`config.mk`:
```
export PLATFORM = sky130hd
export DESIGN_NAME = moore_no
export DESIGN_NICKNAME = d
export VERILOG_FILES = /design/src/rtl/moore_no.sv
export SDC_FILE = /design/constraint.sdc
export NUM_CORES = 1
export LEC_CHECK = 0
export ABC_AREA = 1
export CELL_PAD_IN_SITES_DETAIL_PLACEMENT = 0
export CELL_PAD_IN_SITES_GLOBAL_PLACEMENT = 2
export CORE_AREA = 2 2 39 41
export CTS_CLUSTER_SIZE = 28
export DETAILED_ROUTE_END_ITERATION = 8
export DIE_AREA = 0 0 41 43
export PLACE_DENSITY_LB_ADDON = 0.3
export SLEW_MARGIN = 20
export SYNTH_ARGS = -nofsm -noshare
export SYNTH_HDL_FRONTEND = slang
export SYNTH_SLANG_ARGS = --single-unit
```
`constraint.sdc`:
```
create_clock -name clk -period 0.9 [get_ports clk]
set_input_delay 0.09 -clock clk [delete_from_list [all_inputs] [get_ports clk]]
set_output_delay 0.09 -clock clk [all_outputs]
set_load 0.01 [all_outputs]
```
`src/rtl/moore_no.sv`:
```
// moore_no: Moore-type non-overlapping "101" serial detector; MOORE_NO_DETECT_COUNT_EN adds a saturating det_count.
// Latency: z is high in the cycle after the edge that samples the final 1 of the pattern.
// Backpressure: none; one bit of x is consumed on every rising clk edge.
module moore_no #(
  parameter int CNT_W = 8
) (
  output logic z,
  input  logic x,
  input  logic clk,
  input  logic reset
`ifdef MOORE_NO_DETECT_COUNT_EN
  ,
  output logic [CNT_W-1:0] det_count
`endif
);

  typedef enum logic [1:0] {
    S0 = 2'd0,
    S1 = 2'd1,
    S2 = 2'd2,
    S3 = 2'd3
  } state_t;

  state_t state;
  state_t state_nxt;

  if (CNT_W < 1) begin : g_bad_cnt_w
    $error("moore_no: CNT_W must be at least 1");
  end

  // Leaving S3 never uses the pattern's last 1, which makes detection non-overlapping.
  always_comb begin
    state_nxt = S0;
    unique case (state)
      S0: state_nxt = x ? S1 : S0;
      S1: state_nxt = x ? S1 : S2;
      S2: state_nxt = x ? S3 : S0;
      S3: state_nxt = x ? S1 : S0;
    endcase
  end

  // z is registered alongside the state so it always equals (state == S3).
  always_ff @(posedge clk or posedge reset) begin
    if (reset) begin
      state <= S0;
      z     <= 1'b0;
    end else begin
      state <= state_nxt;
      z     <= (state_nxt == S3);
    end
  end

`ifdef MOORE_NO_DETECT_COUNT_EN
  localparam logic [CNT_W-1:0] CNT_ONE = CNT_W'(1);
  localparam logic [CNT_W-1:0] CNT_MAX = '1;

  always_ff @(posedge clk or posedge reset) begin
    if (reset) begin
      det_count <= '0;
    end else if (state_nxt == S3 && det_count != CNT_MAX) begin
      det_count <= det_count + CNT_ONE;
    end
  end
`endif

endmodule

```
==> out/results.ini <==
[route]
routedWlPerCell_microns = 6.50
vias = 108
wl_met1_microns = 105
drc = 0
avgViaCountPerCell = 2.84
dr.max_layer_used = met3
ant_nets = 0
met2_length_microns = 113
wirelength_microns = 247
dr.pass1.iters = 2
met3_length_microns = 28
drtIter0Drc = 1

[critical_path]
cp.required_ps = 1010
reg2reg_to = state[0]
cp_slowest_cell = dfrtp_1
ff2ff_path_depth = 3
worst_setup_path_start_kind = flop
rrSetupSlack_ps = -90
path_cells = ha_1, o21ai_1, nand2_1
cp_num_buf_inv = 0
crit_family = flip-flops
critPathLaunch = state[1]
cpPeakStageDelay_ps = 370
crit_fanout = 2
crit_end = state[0]
setup.worst_path.class = flop to flop
path_depth = 3
timing.rr.start = state[1]
cp-end-kind = flop
worstPathArrival_ps = 1100

[floorplan]
fp.dieW_microns = 41
die_h_microns = 43
core_area_sq_um = 1380
boundaryPins = 4
die_area_sq_um = 1760
rows = 14
start_util = 0.106

[clock_tree]
cts_tree = yes
clockRootBuffer = clkbuf_4
clk_pin_slew_ps = 40
cts-hold-fix-buffers = 0
clock_sinks = 3
clk_latency_ps = 230
clock_path_buffers = 2
htree_levels = 1
numCtsBuffers = 3

[run_status]
outcome = finished, violations left
violations = setup timing

[global_routing]
antenna_found_initial = 0
grt_max_degree = 4
grt_pass1_wl_microns = 469
grt_usage = 0.0462
grt_pass1_vias = 124
grt_overflow = 0

[final_layout]
area_delta_synth_final_pct = 48.7
final_common_cell = inv_1
nFillCells = 159
nNetsFinal = 28
most-common-layout-cells = inv_1 (5), clkbuf_4 (3), dfrtp_1 (3)
drive_gt1_frac = 0.273
num_antenna_cells = 0
post-route-util = 0.157

[sta]
max_freq_mhz = 1010
slew_headroom = 0.921
setup_viol = 1
rsz0062_at_grt = true
min_period_ps = 986
final.setup.tns_ps = -86.3
finalCritPeriodShare = 1.10
fin_skew_ps = 1.64
slew_violations = 0
hold_viol = 0
tightest_slew_ps = 118
setup_ws_ps = -86.3

[placement]
gp_congestion = 0.555
io_buffer_count = 3

[synth]
syn_inst = 15
syn_nets = 20
yosys_warnings = 0
synth.cell_area_sq_um = 146
syn_area_per_cell_sq_um = 9.76
synth-seq-area-share = 0.513
ys_seq_elements = 3
ys_types = 7

[pwr]
pwr_density_cell_nw_per_um2 = 2810
irDropWorstVdd_uv = 800
power.leakage_nw = 0.122

[hold_path]
worstHoldPathType = input pin to asynchronous set/reset pin

[job]
drv_cap = 0

[state kept, by name, indices dropped and copies added (netlist names)]
signal and count:
z 1, state 2
[layout make-up]
type	count	area [sq um]	share of cell area
Timing Repair Buffer	3	25.0	0.115
Multi-Input combinational cell	7	52.6	0.241
Clock buffer	4	26.3	0.121
Inverter	5	18.8	0.0862
Sequential cell	3	75.1	0.345
Tap cell	16	20.0	0.0920
[routing by layer]
layer / global-route usage / vias up
met5: 0 / -
met4: 0.0800 / 0
met3: 0.0262 / 0
met2: 0.0438 / 4
met1: 0.0484 / 47
li1: - / 57
[synth_stat cells]
cell type / number / area share
inv_1: 5 / 0.13
dfrtp_1: 3 / 0.51
ha_1: 2 / 0.17
nand2_1: 2 / 0.051
nand2_2: 1 / 0.043
o21ai_0: 1 / 0.034
o21ai_2: 1 / 0.060
[worst reg2reg max path, stage by stage (launching register included)]
cell and delay, ps:
dfrtp_1 370, ha_1 290, o21ai_1 140, nand2_1 70
[cells by family after synthesis]
family                     share of synthesized area
AOI/OAI and AO/OA                             0.0940
adders and majority gates                      0.171
buffers and inverters                          0.128
DFF                                            0.513
and+or+nand+nor                               0.0941
[worst min path at each step]
| stage | from | to | slack, ps | depth (start not counted) |
|---|---|---|---|---|
| floorplan | reset | state[0] | -160 | 1 |
| global placement | reset | z | 270 | 2 |
| detailed placement | reset | z | 270 | 2 |
| CTS | reset | z | 10 | 2 |
| global route | reset | z | 20 | 2 |
| finish | reset | z | 20 | 2 |
[power breakdown]
group	internal [W]	total, W	switching (W)
clock	0.000166	0.000235	0.0000687
combinational	0.0000749	0.000167	0.0000917
sequential	0.000184	0.000209	0.0000254
total	0.000425	0.000611	0.000186
[timing repair]
action / in CTS / in global routing
gates resized for setup: 4 / 0
pin swaps: 0 / 3
hold endpoints to repair: 0 / 0
setup endpoints to repair: 2 / 2
setup buffers: 0 / 0
[metrics by stage]
| step | cell area (sq um) | total power (W) | worst slack (ps) | cells | hold slack [ps] |
|---|---|---|---|---|---|
| final | 218 | 0.000611 | -86.3 | 38 | 18.7 |
| after global placement | 196 | 0.000386 | -61.1 | 34 | 265 |
| after CTS | 218 | 0.000635 | -80.4 | 38 | 12.1 |
| after detailed placement | 196 | 0.000393 | -75.8 | 34 | 265 |
| after floorplan | 146 | 0.000335 | -7.53 | 15 | -156 |
| after global routing | 218 | 0.000685 | -164 | 38 | 17.2 |
(Power assumes the default switching activity.)
